$ cat src/rtl/apb_bridge_pkg.sv
// Shared types and constants for the OBI-to-APB bridge.
package apb_bridge_pkg;

  typedef enum logic [1:0] {
    IDLE   = 2'd0,
    SETUP  = 2'd1,
    ACCESS = 2'd2,
    RESP   = 2'd3
  } bridge_state_t;

  localparam int unsigned   BE_WIDTH               = 4;
  localparam logic [BE_WIDTH-1:0] BE_FULL          = 4'hF;
  localparam int unsigned   TIMEOUT_CYCLES_DEFAULT = 255;
  localparam int unsigned   TIMEOUT_CNT_WIDTH      = 16;

endpackage

$ cat src/rtl/obi_to_apb_bridge.sv
// Single-outstanding req/gnt/rvalid to APB3 master bridge.
// Define APB_BRIDGE_TIMEOUT_EN to error out an ACCESS phase stalled for TIMEOUT_CYCLES.
module obi_to_apb_bridge
  import apb_bridge_pkg::*;
#(
  parameter int unsigned APB_ADDR_WIDTH = 32,
  parameter int unsigned APB_DATA_WIDTH = 32,
  parameter int unsigned TIMEOUT_CYCLES = TIMEOUT_CYCLES_DEFAULT
) (
  input  logic                      clk_i,
  input  logic                      rst_ni,
  input  logic                      req_i,
  output logic                      gnt_o,
  input  logic [APB_ADDR_WIDTH-1:0] addr_i,
  input  logic                      we_i,
  input  logic [BE_WIDTH-1:0]       be_i,
  input  logic [APB_DATA_WIDTH-1:0] wdata_i,
  output logic                      rvalid_o,
  output logic [APB_DATA_WIDTH-1:0] rdata_o,
  output logic                      err_o,
  output logic [APB_ADDR_WIDTH-1:0] paddr_o,
  output logic [APB_DATA_WIDTH-1:0] pwdata_o,
  output logic                      pwrite_o,
  output logic                      psel_o,
  output logic                      penable_o,
  input  logic [APB_DATA_WIDTH-1:0] prdata_i,
  input  logic                      pready_i,
  input  logic                      pslverr_i
);

  if (APB_DATA_WIDTH != 32 || TIMEOUT_CYCLES == 0 ||
      TIMEOUT_CYCLES >= (1 << TIMEOUT_CNT_WIDTH)) begin : g_bad_cfg
    $error("obi_to_apb_bridge: unsupported parameter combination");
  end

  bridge_state_t             state_q, state_d;
  logic [APB_DATA_WIDTH-1:0] rdata_d;
  logic                      err_d;
  logic                      be_err_c;

  // Grant is only offered from IDLE and never while reset is applied.
  assign gnt_o    = rst_ni & req_i & (state_q == IDLE);
  assign be_err_c = we_i & (be_i != BE_FULL);

`ifdef APB_BRIDGE_TIMEOUT_EN
  logic [TIMEOUT_CNT_WIDTH-1:0] wait_cnt_q;
  logic                         timeout_c;

  // Counts ACCESS cycles without pready; zero whenever not in ACCESS.
  always_ff @(posedge clk_i) begin
    if (!rst_ni || state_q != ACCESS) begin
      wait_cnt_q <= '0;
    end else if (!pready_i) begin
      wait_cnt_q <= wait_cnt_q + TIMEOUT_CNT_WIDTH'(1);
    end
  end

  assign timeout_c = (wait_cnt_q == TIMEOUT_CNT_WIDTH'(TIMEOUT_CYCLES - 1));
`endif

  // Next state plus the response payload to present when entering RESP.
  always_comb begin
    state_d = state_q;
    rdata_d = '0;
    err_d   = 1'b0;
    case (state_q)
      IDLE: begin
        if (req_i) begin
          if (be_err_c) begin
            state_d = RESP;
            err_d   = 1'b1;
          end else begin
            state_d = SETUP;
          end
        end
      end
      SETUP: state_d = ACCESS;
      ACCESS: begin
        if (pready_i) begin
          state_d = RESP;
          err_d   = pslverr_i;
          rdata_d = (!pwrite_o && !pslverr_i) ? prdata_i : '0;
        end
`ifdef APB_BRIDGE_TIMEOUT_EN
        else if (timeout_c) begin
          state_d = RESP;
          err_d   = 1'b1;
        end
`endif
      end
      RESP:    state_d = IDLE;
      default: state_d = IDLE;
    endcase
  end

  // State and registered outputs; APB address/data stay put after a transfer.
  always_ff @(posedge clk_i) begin
    if (!rst_ni) begin
      state_q   <= IDLE;
      psel_o    <= 1'b0;
      penable_o <= 1'b0;
      rvalid_o  <= 1'b0;
      rdata_o   <= '0;
      err_o     <= 1'b0;
      paddr_o   <= '0;
      pwrite_o  <= 1'b0;
      pwdata_o  <= '0;
    end else begin
      state_q   <= state_d;
      psel_o    <= (state_d == SETUP) || (state_d == ACCESS);
      penable_o <= (state_d == ACCESS);
      rvalid_o  <= (state_d == RESP);
      rdata_o   <= rdata_d;
      err_o     <= err_d;
      if (gnt_o) begin
        paddr_o  <= {addr_i[APB_ADDR_WIDTH-1:2], 2'b00};
        pwrite_o <= we_i;
        pwdata_o <= wdata_i;
      end
    end
  end

endmodule

$ cat config.mk
export PLATFORM = sky130hd
export DESIGN_NAME = obi_to_apb_bridge
export DESIGN_NICKNAME = d
export VERILOG_FILES = /design/src/rtl/apb_bridge_pkg.sv /design/src/rtl/obi_to_apb_bridge.sv
export SDC_FILE = /design/constraint.sdc
export NUM_CORES = 1
export LEC_CHECK = 0
export BUFFER_PORTS_ARGS = -buffer_cell sky130_fd_sc_hd__clkbuf_2
export CORE_MARGIN = 5
export CORE_UTILIZATION = 40
export CTS_BUF_LIST = sky130_fd_sc_hd__clkbuf_4 sky130_fd_sc_hd__clkbuf_8
export CTS_CLUSTER_DIAMETER = 40
export DETAILED_ROUTE_END_ITERATION = 6
export PLACE_DENSITY = 0.75
export RECOVER_POWER = 100
export SYNTH_ARGS = -nofsm -noshare
export SYNTH_HDL_FRONTEND = slang
export SYNTH_SLANG_ARGS = --single-unit
$ cat constraint.sdc
create_clock -name clk_i -period 2.74 [get_ports clk_i]
set_clock_uncertainty 0.1 [all_clocks]
set_input_delay 0.411 -clock clk_i [delete_from_list [all_inputs] [get_ports clk_i]]
set_output_delay 0.411 -clock clk_i [all_outputs]
set_load 0.02 [all_outputs]
# Yosys cells after proc, flatten, opt, wreduce, memory -nomap -nowiden
# Index checks and enable logic that the tools add are counted.
[classes]
eq_ne = 7
mux = 8
bitwise_logic = 3
reduce_logical = 6
[ops]
columns = ["cell", "count"]
rows = [
  ["$eq A2 B2 Y1 const B", 4],
  ["$pmux W2 S4", 1],
  ["$mux W2", 3],
  ["$eq A2 B1 Y1 const B", 2],
  ["$ne A4 B4 Y1 const B", 1],
  ["$reduce_and A4 Y1", 1],
  ["$and A1 B1 Y1", 3],
  ["$mux W1", 3],
  ["$logic_not A1 Y1", 2],
  ["$logic_not A2 Y1", 1],
  ["$pmux W1 S2", 1],
  ["$logic_and A1 B1 Y1", 1],
  ["$logic_or A1 B1 Y1", 1],
]
[totals]
register_bits = 101
in_bits = 106
output_inout_bits = 102

# Logic depth before layout (Yosys ltp)
[depth]
word_depth = 7
depth_mapped = 9

# Worst setup path before layout
# Ideal clock, no wire load.
[synth_path]
kind = "reg-to-output"
start = "register state_q[1]"
end = "output gnt_o"
arrival_ns = 1.129
required_ns = 2.229
path_slack_ns = 1.100
path_stages_with_launch = 7
n_path_buf = 3
cell_sequence = "dfxtp_1 > inv_1 > ha_1 > buf_4 > and3_1 > buf_6 > buf_2"
[synth_via]
elab_chain_len = 2
[synth_rtl]
columns = ["item", "line_no", "text"]
rows = [
  ["start, declared", "obi_to_apb_bridge.sv:36", "bridge_state_t state_q, state_d;"],
  ["start signal, assigned", "obi_to_apb_bridge.sv:109", "state_q <= state_d;"],
  ["$logic_not A2 Y1", "obi_to_apb_bridge.sv:42", "assign gnt_o = rst_ni & req_i & (state_q == IDLE);"],
  ["$and A1 B1 Y1", "obi_to_apb_bridge.sv:42", ""],
  ["end, declared", "obi_to_apb_bridge.sv:13", "output logic gnt_o,"],
]
# No other way between the ends.

# Worst setup path in the final report
[layout_path]
start = "input rst_ni"
end = "register rdata_o[25]"
[layout_via]
elab_chain_len = 1
[layout_rtl]
columns = ["item", "line_no", "text"]
rows = [
  ["start, declared", "obi_to_apb_bridge.sv:11", "input logic rst_ni,"],
  ["$reduce_and A4 Y1 (no line)", "n/a", ""],
  ["end signal, assigned", "obi_to_apb_bridge.sv:113", "rdata_o <= rdata_d;"],
  ["end, declared", "obi_to_apb_bridge.sv:19", "output logic [APB_DATA_WIDTH-1:0] rdata_o,"],
]
# No other way between the ends.
# A chain may end at the register's enable or synchronous reset.

==> qor.yml <==
status: "completed"
finalInstanceArea_um2: 4430
die_y_um: 102
h-tree-depth: 3
syn_area_um2: 3390
grt-busiest-layer: "met2"
synth_top_area_share_pct: 59.7
grt_setup_unrepaired: "false"
synthXorXnorAreaFrac_pct: 0
ys_types: 21
rrSetupSlack_ns: 0.63
ys_seq_area_share_pct: 59.7
async_flop_share_pct: 0
hold_viol: 0
coreArea_um2: 8220
ir_drop_mv: 0.400
ant_nets: 0
clkTransAtPathRegs_ns: 0.10
grt_pass1_wl_mm: 12.9
fin_crit_sh_pct: 79.2
total_leakage_power_uw: 0.00187
fp.dieArea_um2: 10400
insertedDiodeCount: 0
ys_ff_latch: 101
pin_count: 208
vias_per_cell: 4.46
synthMuxAreaShare_pct: 0
met3_usage_pct: 4.16
fillCellCount: 835
worstPathArrival_ns: 2.36
grt_use_total_pct: 15.8
final_cell_mix: "126 x nand2_1, 104 x clkbuf_2, 101 x dfxtp_1, 101 x clkbuf_1, 61 x o21ai_0"
final_common_cell: "nand2_1"
critPathMaxFanout: 69
max_freq_ghz: 0.461
reg2regPathDepth: 5
place_inst: 664
wire_per_inst_um: 12.4
yosys-top-cells-area: "dfxtp_1 60%, nand2_1 14%, and2_1 6.7%, o21ai_1 5.9%, o21ai_0 3.5%"
r2r-start: "state_q[0]"
cts_root_buf: "clkbuf_8"
drt_iter0_markers: 73
start_kind: "input pin"
yosysTopAreaCell: "dfxtp_1"
syn_to_final_growth_pct: 30.8
yosys_warnings: 0
critical_path_class: "in -> reg"
syn_area_per_cell_um2: 8.93
worstSkewPairLatency_ns: 0.35
grt_max_degree: 70
synth_edf_count: 0
post-route-drc-count: 0
powerDensity_nw_per_um2: 818
drive_gt1_share_pct: 21.6
routed_wl_mm: 8.40
ctsHoldBuffers: 0
globalRouteOverflowTotal: 0
synthAdderAreaFrac_pct: 1.48
maxCapViolCount: 0
cts_setup_buffers: 0
startpoint: "rst_ni"
post-route-min-period_ns: 2.17
synth_compound_gate_area_share_pct: 10.2
drv_slew: 0
place_hpwl_mm: 6.44
hp-class: "in -> reg"
numCtsBuffers: 9
yosys.area_share.simple_pct: 22.5
syn_inst: 379
vias: 3031
r2r_end: "pwdata_o[12]"
stdcell_count: 680
fp-row-count: 33
final_nets: 680
cts.sinks: 101
initial_core_util_pct: 41.2
drtPass1Iterations: 4
worstPathRequired_ns: 2.93
finalSetupTns_ns: 0
cp-endpoint: "rdata_o[25]"
end_kind: "register"
tritoncts: "built"
clockBufferDepth: 2
dpl_cell_area_um2: 4380
met1_usage_pct: 17.6
worst_slew_pin_slew_ns: 1.34
finalHoldWorstSlack_ns: 0.151
grt_pass1_vias: 2844
fp.dieW_um: 102
relSlewSlack_pct: 10.8
place_congestion: 0.743
grtUsageMet2_pct: 28.0
synth_top_family_by_area: "simple AND/OR/NAND/NOR gates"
setup_viol: 0
port-buffer-count: 203
yosys_most_used_dff: "dfxtp_1"
cts_resized: 0
antenna_found_initial: 0
==> registers in the layout (all words and copies together), names as in the netlist <==
| name | cells |
|---|---|
| rvalid_o | 1 |
| rdata_o | 32 |
| state_q | 2 |
| pwrite_o | 1 |
| paddr_o | 30 |
| pwdata_o | 32 |
| psel_o | 1 |
| err_o | 1 |
| penable_o | 1 |
==> metrics by stage <==
| stage | util [%] | total power, µW | setup slack (ns) |
|---|---|---|---|
| 2_1_floorplan | - | 2550 | 1.10 |
| 4_1_cts | 55.5 | 3760 | 0.638 |
| 5_1_grt | 53.9 | 3860 | 0.316 |
| 3_5_place_dp | 53.4 | 2910 | 0.716 |
| 3_3_place_gp | 53.4 | 2880 | 0.774 |
| 6_report | 53.9 | 3620 | 0.571 |
==> worst min path at each step <==
stage / from / depth (start not counted) / to
4_1_cts: addr_i[4] / 3 / paddr_o[4]
5_1_grt: prdata_i[31] / 2 / rdata_o[31]
3_5_place_dp: pwdata_o[18] / 2 / pwdata_o[18]
3_3_place_gp: paddr_o[23] / 2 / paddr_o[23]
6_report: wdata_i[4] / 3 / pwdata_o[4]
2_1_floorplan: state_q[1] / 2 / state_q[1]
==> report_power, final <==
part / switching, µW / internal, µW
Clock: 490 / 353
Combinational: 667 / 281
Sequential: 112 / 1720
Total: 1270 / 2350
==> synthesized netlist by cell type, types with 3 or more instances <==
library cell,n
o21ai_1,40
and2_1,36
nand3_1,4
ha_1,4
dfxtp_1,101
nand2_1,126
a31oi_1,3
clkbuf_1,5
buf_2,4
buf_6,7
buf_4,4
inv_1,4
o21ai_0,24
clkbuf_2,8
==> per-layer routing <==
metal | vias to the layer above | part of all wire [%]
met2 | 104 | 50
li1 | 1573 | -
met3 | 13 | 8.6
met5 | - | 0
met4 | 0 | 2.2
met1 | 1341 | 39
==> worst max-delay path, cell delays in order <==
cell	delay [ns]
clkbuf_1	0.11
clkbuf_2	0.98
nand3_1	0.24
nor3_2	0.16
buf_4	0.27
and2_0	0.16
==> cells by family after synthesis <==
kind of cell | Yosys count
compound gates | 68
fa+ha+maj | 4
other cells | 1
flops | 101
simple gates | 173
buf+inv | 32
==> final cells by class <==
class                   count  area [µm²]  area share (%)
well taps                 105         131            2.97
clock buffers              11         139            3.14
inverters                   4        15.0           0.339
flip-flops and latches    101        2020            45.7
repair buffers            207         915            20.7
multi-input cells         247        1170            26.4
clock inverters             5        36.3           0.819
Note: power is estimated with default switching activity, not from simulation.
